===== src/rtl/timer_counter_sequencer_pkg.sv =====
// Shared definitions for the timer/counter sequencer: FSM state encoding and
// default widths for the prescale timer and the controlled counter.
package timer_counter_sequencer_pkg;

  localparam int TIMER_W_DEF = 4;
  localparam int COUNT_W_DEF = 7;

  typedef enum logic [1:0] {
    IDLE  = 2'd0,
    RUN   = 2'd1,
    PAUSE = 2'd2,
    DONE  = 2'd3
  } state_e;

endpackage


===== src/rtl/timer_counter_sequencer_prescale_timer.sv =====
// Prescale timer: counts 0..period while enabled and emits a one-cycle tick
// on the cycle it wraps. clr forces it back to zero.
module prescale_timer #(
  parameter int W = 4
) (
  input  logic         clk,
  input  logic         reset,
  input  logic         en,
  input  logic         clr,
  input  logic [W-1:0] period,
  output logic [W-1:0] timer,
  output logic         tick
);

  assign tick = en && (timer == period);

  // NOTE: sequential state uses <= so every register samples pre-edge values.
  always_ff @(posedge clk) begin
    if (!reset)      timer <= '0;
    else if (clr)    timer <= '0;
    else if (tick)   timer <= '0;
    else if (en)     timer <= timer + 1'b1;
  end

endmodule


===== src/rtl/timer_counter_sequencer.sv =====
// Sequencer for the prescale-timer / controlled-counter pair: start/stop/pause
// control, shadowed run configuration and completion flag.
// Build option: define AUTO_RELOAD_EN for continuous reload instead of single-shot.
module timer_counter_sequencer
  import timer_counter_sequencer_pkg::*;
#(
  parameter int TIMER_W = TIMER_W_DEF,
  parameter int COUNT_W = COUNT_W_DEF
) (
  input  logic               clk,
  input  logic               reset,
  input  logic               start,
  input  logic               stop,
  input  logic               pause,
  input  logic [TIMER_W-1:0] prescale,
  input  logic [COUNT_W-1:0] limit,
  output logic [TIMER_W-1:0] timer,
  output logic [COUNT_W-1:0] control_counter,
  output logic               busy,
  output logic               done
);

  state_e             state, state_nxt;
  logic [TIMER_W-1:0] shadow_p;
  logic [COUNT_W-1:0] shadow_l;
  logic               active, load, abort, run_go, tick, terminal;

  assign active   = (state == RUN) || (state == PAUSE);
  assign load     = (state == IDLE) && start;
  assign abort    = active && stop;
  // Leaving PAUSE advances on the same edge, so frozen cycles equal pause-high cycles.
  assign run_go   = active && !stop && !pause;
  assign terminal = tick && (control_counter == shadow_l);
  assign busy     = active;

  prescale_timer #(.W(TIMER_W)) u_timer (
    .clk    (clk),
    .reset  (reset),
    .en     (run_go),
    .clr    (load || abort),
    .period (shadow_p),
    .timer  (timer),
    .tick   (tick)
  );

  always_ff @(posedge clk) begin
    if (!reset) state <= IDLE;
    else        state <= state_nxt;
  end

  // NOTE: next-state gets a default before the case so no latch is inferred.
  always_comb begin
    state_nxt = state;
    unique case (state)
      IDLE:       if (start) state_nxt = RUN;
      RUN, PAUSE: begin
        if (stop)          state_nxt = IDLE;
        else if (pause)    state_nxt = PAUSE;
        else if (terminal) begin
`ifdef AUTO_RELOAD_EN
          state_nxt = RUN;
`else
          state_nxt = DONE;
`endif
        end else           state_nxt = RUN;
      end
      DONE:       state_nxt = IDLE;
      default:    state_nxt = IDLE;
    endcase
  end

  always_ff @(posedge clk) begin
    if (!reset) begin
      shadow_p        <= '0;
      shadow_l        <= '0;
      control_counter <= '0;
      done            <= 1'b0;
    end else begin
      done <= terminal;
      if (load) begin
        shadow_p        <= prescale;
        shadow_l        <= limit;
        control_counter <= '0;
      end else if (abort) begin
        control_counter <= '0;
      end else if (tick) begin
        if (!terminal) control_counter <= control_counter + 1'b1;
`ifdef AUTO_RELOAD_EN
        else           control_counter <= '0;
`endif
      end
    end
  end

endmodule

===== config.mk =====
export PLATFORM = sky130hd
export DESIGN_NAME = timer_counter_sequencer
export DESIGN_NICKNAME = d
export VERILOG_FILES = /design/src/rtl/timer_counter_sequencer_pkg.sv /design/src/rtl/timer_counter_sequencer_prescale_timer.sv /design/src/rtl/timer_counter_sequencer.sv
export SDC_FILE = /design/constraint.sdc
export NUM_CORES = 1
export LEC_CHECK = 0
export BUFFER_PORTS_ARGS = -buffer_cell sky130_fd_sc_hd__buf_2
export CORE_UTILIZATION = 47
export DETAILED_ROUTE_END_ITERATION = 16
export PLACE_DENSITY = 0.74
export SYNTH_ARGS = -nofsm -noshare
export SYNTH_HDL_FRONTEND = slang
export SYNTH_SLANG_ARGS = --single-unit

===== constraint.sdc =====
create_clock -name clk -period 1.7 [get_ports clk]
set_input_delay 0.255 -clock clk [delete_from_list [all_inputs] [get_ports clk]]
set_output_delay 0.255 -clock clk [all_outputs]
set_load 0.03 [all_outputs]

==> results of run 1 <==
[path summary, 6_finish.rpt]
kind | start | endpoint | slack [ps] | cells after the start
hold / removal | limit[0] | shadow_l[0] | 160 | 3
setup reg to reg | state[0] | control_counter[4] | -50 | 7
hold reg to reg | shadow_l[0] | shadow_l[0] | 480 | 2
setup / recovery | state[0] | control_counter[4] | -50 | 7
[sequential cells by signal (all words and copies together), names as in the netlist]
signal and cells:
shadow_l 7, control_counter 7, done 1, shadow_p 4, state 2, u_timer.timer 4
[power groups by stage]
stage          clock network, W  logic [W]  registers (W)
2_1_floorplan                 0   0.000166       0.000647
3_3_place_gp                  0   0.000225       0.000645
3_5_place_dp                  0   0.000237       0.000647
4_1_cts                0.000267   0.000250       0.000633
5_1_grt                0.000295   0.000288       0.000637
6_report               0.000258   0.000264       0.000633
[critical path, delay by kind of cell (launching register included)]
kind,cells,cell delay (ps)
DFF,1,360
buffers and inverters,1,50
muxes,1,310
and+or+nand+nor,3,470
AOI/OAI and AO/OA,1,210
adders and majority gates,1,260
[Yosys cell counts, types with 2 or more instances]
library cell and count:
a21oi_1 14, xnor2_1 6, dfxtp_1 25, nand4_1 5
a31o_1 2, nor3_1 2, nor2_1 10, nand3_1 3
clkbuf_1 3, and2_1 3, xor2_1 9, nand2_1 27
ha_1 4, buf_4 2, mux2i_1 2, inv_1 6
[layer usage]
| metal | global-route usage, % | wire, µm | up-vias | share of wire (%) |
|---|---|---|---|---|
| met5 | 0 | 0 | - | 0 |
| li1 | - | - | 550 | - |
| met4 | 7.02 | 23 | 0 | 0.86 |
| met2 | 39.0 | 1390 | 27 | 52 |
| met3 | 2.87 | 95 | 4 | 3.5 |
| met1 | 24.1 | 1180 | 494 | 44 |
[final cells by class]
cell class | instances | share of cell area, %
Timing Repair Buffer | 39 | 14.5
Tap cell | 30 | 2.48
Clock buffer | 4 | 1.73
Inverter | 6 | 1.49
Sequential cell | 25 | 33.2
Multi-Input combinational cell | 105 | 46.6
[per-stage QoR]
stage               setup slack (ps)  TNS [ps]  std cells  hold WS, ps
detailed placement             -42.0     -55.2        200          463
finish                         -47.2      -101        209          163
global placement                70.5         0        200          458
floorplan                       -127      -426        141          391
global route                   -96.1      -581        209          150
CTS                            -26.8     -29.8        208          157
[repair_timing]
| action | CTS | global route |
|---|---|---|
| gates cloned | 0 | 1 |
| setup endpoints to repair | 4 | 9 |
| setup buffers | 4 | 0 |
| resized for setup | 1 | 3 |
[logic make-up (layout without fill, tap and decap cells)]
| logic type | count (synthesis) | in the layout |
|---|---|---|
| muxes | 3 | 3 |
| and+or+nand+nor | 60 | 60 |
| AOI/OAI and AO/OA | 23 | 23 |
| DFF | 25 | 25 |
| buffers and inverters | 11 | 49 |
| xor gates and xnor gates | 15 | 15 |
| adders and majority gates | 4 | 4 |
==> results.cfg, run 1 <==
[clocking]
cts_buffer_depth = 2
clock-sinks = 25
ctsRootBufferMaster = clkbuf_4
cts-buffers-inserted = 3
cts_tree = done
clk_latency_ps = 310
htree_levels = 1
path_clk_slew_ps = 130
hold_buffers = 0

[final_layout]
post-route-util_pct = 61.2
final_area_um2 = 1520
diodes = 0
final_cell_mix = 29 x buf_2, 27 x nand2_1, 23 x dfxtp_1, 14 x a21oi_1
drive_gt1_share_pct = 31.3
layout.nets = 200
area.growth.synth_to_final_pct = 23.8
mostFrequentLayoutCell = buf_2
multi_input_area_um2 = 706
regArea_um2 = 503
nFillCells = 244

[synthesis]
synthesis.nets = 161
synth_top_area_cell = dfxtp_1
synth_seq_cells = 25
synthCells = 141
synthMuxAreaShare_pct = 2.56
synth_compound_area_share_pct = 12.0
synth_top_area_share_pct = 40.9
syn_area_per_cell_um2 = 8.68
post_synth_and_or_nand_nor_area_fraction_pct = 25.8
synthAdderAreaFrac_pct = 4.09
ys_warn_count = 0
synth_edf_count = 0
synthXorXnorAreaFrac_pct = 10.7
syn_area_um2 = 1220
synth_cell_types = 34
synth_top_family_by_area = simple AND/OR/NAND/NOR gates
synth-main-ff-cell = dfxtp_1
yosys-top-cells-area = dfxtp_1 41%, nand2_1 8.3%, xor2_1 6.4%
async_flop_share_pct = 0
ys_seq_area_share_pct = 40.9

[die]
ioPinCount = 29
die_x_um = 53.0
die_h_um = 53.0
dieArea_um2 = 2810
core_area_um2 = 2480
row_count = 18
start_util_pct = 49.4

[timing]
finalSetupViolations = 5
drv_slew = 0
hold_viol = 0
post-route-period-util_pct = 103
tightestPinTransition_ps = 573
post-route-min-period_ps = 1750
rsz0062_at_grt = true
slew_headroom_pct = 61.4
fmax_ghz = 0.572
worst_clock_skew_ps = 2.57
timing.final.ws_setup_ps = -47.2

[global_routing]
gr-total-overflow = 0
grt_pass1_wl_um = 4230
grt_start_max_net_pins = 15
antenna_found_initial = 0
grt_pass1_vias = 1009
grt_usage_pct = 21.0

[place]
place_congestion = 0.744
placed_area_um2 = 1440
hpwl_um = 2010
portBuffers = 28

[critical_path]
crit_required_ps = 1920
path_max_fanout = 3
critPathLaunchType = flip-flop
crit_chain = inv_2, ha_4, nor3b_4, nand2_2, a211oi_4, nand4_1, mux2_4
critPathSlowestCell = dfxtp_2
critPathMaxStageDelay_ps = 360
crit_type = reg -> reg
crit_arrival_ps = 1960
cp-end-kind = flip-flop

[routing]
first_iter_violations = 11
final_antenna_net_count = 0
vias = 1075
viasPerCell = 5.14
first_pass_iters = 4
post-route-drc-count = 0
totalWireLength_um = 2690
routedWlPerCell_um = 12.9

[power]
p_clk_share_pct = 22.3
combPwrFrac_pct = 22.9
ir_worst_vdd_v = 0.000531
p_sw_w = 0.000338
internal-power_w = 0.000818
seqPwrFrac_pct = 54.8
cellPowerDensity_nw_per_um2 = 763
switching_share_pct = 29.3
leakage_nw = 0.692
total_power_w = 0.00116

[outcome]
violations = setup timing
status = finished, violations left

[hold_path]
worstHoldPathType = in -> reg

[flow_run]
cap_violations = 0
No activity file was read; power rests on OpenSTA's default activity.
==> run 2: changes to the inputs <==
==> constraint.sdc (replaced) <==
create_clock -name clk -period 1.57 [get_ports clk]
set_input_delay 0.2355 -clock clk [delete_from_list [all_inputs] [get_ports clk]]
set_output_delay 0.2355 -clock clk [all_outputs]
set_load 0.03 [all_outputs]
==> run 2 against run 1 <==
Compared with the run above: total power increased by 12%; die area unchanged; critical path depth unchanged; worst hold slack got worse by 32 ps; sequential share of layout area decreased by 2.0 points; the flow still finishes with violations (setup timing); combinational power increased by 16%; highest routed layer unchanged; critical endpoint unchanged.
==> results.cfg, run 2 (synthesized netlist as in run 1, its figures left out) <==
[clocking]
cts-buffers-inserted = 3
path_clk_slew_ps = 150
clk_latency_ps = 320
hold_buffers = 0
ctsRootBufferMaster = clkbuf_4
htree_levels = 1
cts_tree = done
cts_buffer_depth = 2
clock-sinks = 25

[critical_path]
cp-end-kind = flip-flop
worstSetupStartpoint = state[1]
critPathSlowestCell = dfxtp_2
rr_endpoint = control_counter[4]
crit_chain = inv_2, ha_4, nor3b_4, nand2_2, a211oi_4, nand4_1, mux2_4
reg2reg_slack_ps = -120
reg2reg_depth = 7
crit_path_end = control_counter[4]
critPathLaunchType = flip-flop
critPathMaxStageDelay_ps = 370
worst-path-buf-inv = 1
crit_arrival_ps = 1920
crit_required_ps = 1800
cp.depth = 7
critical-path-top-delay-family = simple AND/OR/NAND/NOR gates
path_max_fanout = 3
crit_type = reg -> reg
worstReg2RegStart = state[1]

[global_routing]
grt_pass1_vias = 1014
grt_usage_pct = 20.8
antenna_found_initial = 0
grt_pass1_wl_um = 4280
gr-total-overflow = 0
grt_start_max_net_pins = 16

[routing]
final_antenna_net_count = 0
top_layer = met4
wl_met3_um = 104
totalWireLength_um = 2670
routedWlPerCell_um = 12.2
first_iter_violations = 27
first_pass_iters = 4
post-route-drc-count = 0
vias = 1136
met1_length_um = 1250
wl_met2_um = 1300
viasPerCell = 5.19

[place]
place_congestion = 0.812
dp.cells = 211
portBuffers = 28
hpwl_um = 2050

[flow_run]
cap_violations = 0

[die]
row_count = 18
ioPinCount = 29
start_util_pct = 49.4
dieArea_um2 = 2810
core_area_um2 = 2480
die_x_um = 53.0
die_h_um = 53.0

[timing]
post-route-min-period_ps = 1690
rsz0062_at_grt = true
slew_headroom_pct = 68.6
setup_tns_ps = -589
tightestPinTransition_ps = 471
fmax_ghz = 0.591
hold_viol = 0
finalSetupViolations = 8
worst_clock_skew_ps = 5.71
timing.final.ws_setup_ps = -121
post-route-period-util_pct = 108
drv_slew = 0

[final_layout]
final_cell_mix = 27 x nand2_1, 27 x buf_2, 23 x dfxtp_1, 20 x buf_4, 14 x a21oi_1
diodes = 0
area.growth.synth_to_final_pct = 31.8
instances_no_fill = 219
nFillCells = 234
layout.nets = 210
reg_top3 = control_counter: 7 flops, shadow_l: 7 flops
drive_gt1_share_pct = 36.5

[hold_path]
worstHoldPathType = in -> reg

[power]
total_power_w = 0.00129
ir_worst_vdd_v = 0.000638
cellPowerDensity_nw_per_um2 = 801
leakage_nw = 0.742

[outcome]
status = finished, violations left
violations = setup timing
## run 2: through the flow
stage | utilization [%] | hold WS, ps | cell area [µm²] | setup slack (ps)
2_1_floorplan | - | 371 | 1240 | -257
3_3_place_gp | 61.3 | 458 | 1520 | -33.6
3_5_place_dp | 61.3 | 459 | 1520 | -87.6
4_1_cts | 63.2 | 127 | 1570 | -105
5_1_grt | 65.1 | 125 | 1610 | -205
6_report | 65.1 | 131 | 1610 | -121
## run 2: how the worst min path moves through the flow
| stage | start | end | slack, ps | cells after the start |
|---|---|---|---|---|
| 2_1_floorplan | limit[0] | shadow_l[0] | 370 | 2 |
| 3_3_place_gp | shadow_l[3] | shadow_l[3] | 460 | 2 |
| 3_5_place_dp | shadow_l[3] | shadow_l[3] | 460 | 2 |
| 4_1_cts | prescale[0] | shadow_p[0] | 130 | 3 |
| 5_1_grt | limit[4] | shadow_l[4] | 120 | 3 |
| 6_report | prescale[0] | shadow_p[0] | 130 | 3 |
## run 2: power breakdown
| part | internal (W) | switching [W] | total (W) |
|---|---|---|---|
| logic | 0.000141 | 0.000164 | 0.000306 |
| registers | 0.000665 | 0.0000190 | 0.000684 |
| clock network | 0.0000972 | 0.000205 | 0.000303 |
| total | 0.000904 | 0.000389 | 0.00129 |
## run 2: worst reg2reg max path, cell delays in order, from the launching register on
cell,delay (ps)
dfxtp_2,370
inv_2,40
ha_4,260
nor3b_4,190
nand2_2,100
a211oi_4,190
nand4_1,130
mux2_4,320
## run 2: repair_timing
action | CTS | global route
gates resized for setup | 2 | 8
cloned | 0 | 1
buffers inserted | 1 | 2
endpoints found under the setup margin | 12 | 14
pin swaps | 1 | 2
## run 2: cell type report
cell class	instances	area [µm²]	area share, %
clock buffers	3	22.5	1.40
inverters	6	22.5	1.40
flip-flops and latches	25	503	31.2
clock inverters	1	7.51	0.465
well taps	30	37.5	2.33
multi-input cells	105	716	44.4
repair buffers	49	304	18.9
## run 2: layer usage
metal,up-vias,GRT usage (%)
met5,-,0
met4,0,5.26
met3,2,2.59
met2,32,38.4
met1,533,25.0
li1,569,-
==> run 3: changes to the inputs <==
--- a/config.mk
+++ b/config.mk
@@ -6,6 +6,8 @@
 export NUM_CORES = 1
 export LEC_CHECK = 0
 export BUFFER_PORTS_ARGS = -buffer_cell sky130_fd_sc_hd__buf_2
+export CAP_MARGIN = 30
+export CORE_ASPECT_RATIO = 0.7
 export CORE_UTILIZATION = 47
 export DETAILED_ROUTE_END_ITERATION = 16
 export PLACE_DENSITY = 0.74
==> run 3 against run 2 <==
Compared with the run above: the run still ends with setup timing left; routed wire length increased by 1.1%; non-clock buffer count decreased by 7; via count shrank 3.6%; worst hold slack improved by 59 ps; register-to-register slack barely moved; clock skew is 3.6 ps higher; combinational power fell by 6%; sequential cell count did not move; design area shrank 2.6%; first-iteration DRC count down 15%; critical path type unchanged; largest cell class unchanged.
==> results.cfg, run 3 (synthesized netlist as in run 1, its figures left out) <==
[global_routing]
grt-busiest-layer = met2
grt_util_met3_pct = 6.31
met1_usage_pct = 24.0
antenna_found_initial = 0
grt_start_max_net_pins = 15
grt_pass1_wl_um = 4280
grt_pass1_vias = 1020
grt_usage_pct = 20.1
gr-total-overflow = 0
met2_usage_pct = 34.8

[critical_path]
critPathSlowestCell = dfxtp_2
path_max_fanout = 3
crit_arrival_ps = 1870
reg2reg_slack_ps = -120
cp-end-kind = flip-flop
critPathLaunchType = flip-flop
critPathMaxStageDelay_ps = 340
crit_required_ps = 1740
crit_chain = inv_2, ha_4, nor3b_4, nand2_2, a211oi_2, nand4_1, mux2_4
crit_type = reg -> reg

[routing]
first_pass_iters = 4
post-route-drc-count = 0
vias = 1095
final_antenna_net_count = 0
viasPerCell = 5.07
routedWlPerCell_um = 12.5
totalWireLength_um = 2700
first_iter_violations = 23

[final_layout]
final_cell_mix = 28 x buf_2, 27 x nand2_1, 23 x dfxtp_1, 14 x a21oi_1, 14 x buf_4
area.growth.synth_to_final_pct = 28.3
mostFrequentLayoutCell = buf_2
drive_gt1_share_pct = 34.6
instances_no_fill = 216
layout.nets = 203
diodes = 0
reg_top3 = control_counter: 7 flops, shadow_l: 7 flops

[clocking]
clock-sinks = 25
cts_buffer_depth = 2
hold_buffers = 0
path_clk_slew_ps = 90
cts_tree = done
ctsRootBufferMaster = clkbuf_8
clk_latency_ps = 280
cts-buffers-inserted = 3
htree_levels = 1

[flow_run]
cap_violations = 0

[place]
place_congestion = 0.720
dp.cells = 212
pre_cts_ws_ps = -103
portBuffers = 28
hpwl_um = 2090

[die]
die_h_um = 44.7
dieArea_um2 = 2810
start_util_pct = 49.8
ioPinCount = 29
core_area_um2 = 2460
row_count = 15
die_x_um = 63.0

[timing]
fin_hold_ws_ps = 190
slew_headroom_pct = 69.6
post-route-period-util_pct = 108
finalSetupViolations = 7
drv_slew = 0
worst_clock_skew_ps = 9.28
timing.final.ws_setup_ps = -123
fmax_ghz = 0.591
setup_tns_ps = -633
post-route-min-period_ps = 1690
tightestPinTransition_ps = 456
hold_viol = 0
rsz0062_at_grt = true

[outcome]
violations = setup timing
status = finished, violations left

[power]
cellPowerDensity_nw_per_um2 = 866
leakage_nw = 0.716
ir_worst_vdd_v = 0.000617

[hold_path]
worstHoldPathType = in -> reg
-- run 3: changes by cell type in the layout (fill, tap and decap cells not counted), sizes merged --
cell,change
buf,-6
clkbuf,-1
clkinv,+1
clkinvlp,-1
-- run 3: power breakdown --
group / leakage, nW / switching, W / internal, W / total [W]
registers: 0.204 / 0.0000195 / 0.000664 / 0.000684
clock network: 0.0255 / 0.000211 / 0.000178 / 0.000389
logic: 0.487 / 0.000161 / 0.000126 / 0.000288
-- run 3: worst max-delay path, delay by kind of cell, from the launching register on --
kind	cells	cell delay (ps)
flip-flops	1	340
AO/OA/AOI/OAI	1	180
multiplexers	1	310
adder cells (fa/ha/maj)	1	260
AND/OR/NAND/NOR	3	440
buffers and inverters	1	50
-- run 3: final timing paths --
kind | from | end | depth (start not counted)
hold reg to reg | shadow_l[4] | shadow_l[4] | 2
setup / recovery | state[0] | control_counter[4] | 7
setup reg to reg | state[0] | control_counter[4] | 7
hold / removal | limit[0] | shadow_l[0] | 3
-- run 3: per-stage QoR --
| stage | instance area, µm² | util [%] | total power, W |
|---|---|---|---|
| global route | 1570 | 63.9 | 0.00142 |
| CTS | 1550 | 63.2 | 0.00136 |
| finish | 1570 | 63.9 | 0.00136 |
| floorplan | 1240 | - | 0.000881 |
| global placement | 1500 | 61.0 | 0.000959 |
| detailed placement | 1500 | 61.0 | 0.000974 |
-- run 3: final cells by class --
class	count	area, µm²
tap	34	42.5
inverter	6	22.5
clock buffer	3	41.3
sequential	25	503
fill	210	888
multi-input combinational	105	711
timing repair buffer	42	245
clock inverter	1	5.00
-- run 3: what timing repair did --
item	CTS	global route
resized for setup	0	5
pin swaps	2	2
setup endpoints to repair	7	10
setup buffers	1	0
-- run 3: per-layer routing --
metal	wire (µm)	share of wire, %	up-vias
met4	45	1.7	0
met3	153	5.7	6
met5	0	0	-
li1	-	-	560
met1	1280	47	503
met2	1220	45	26
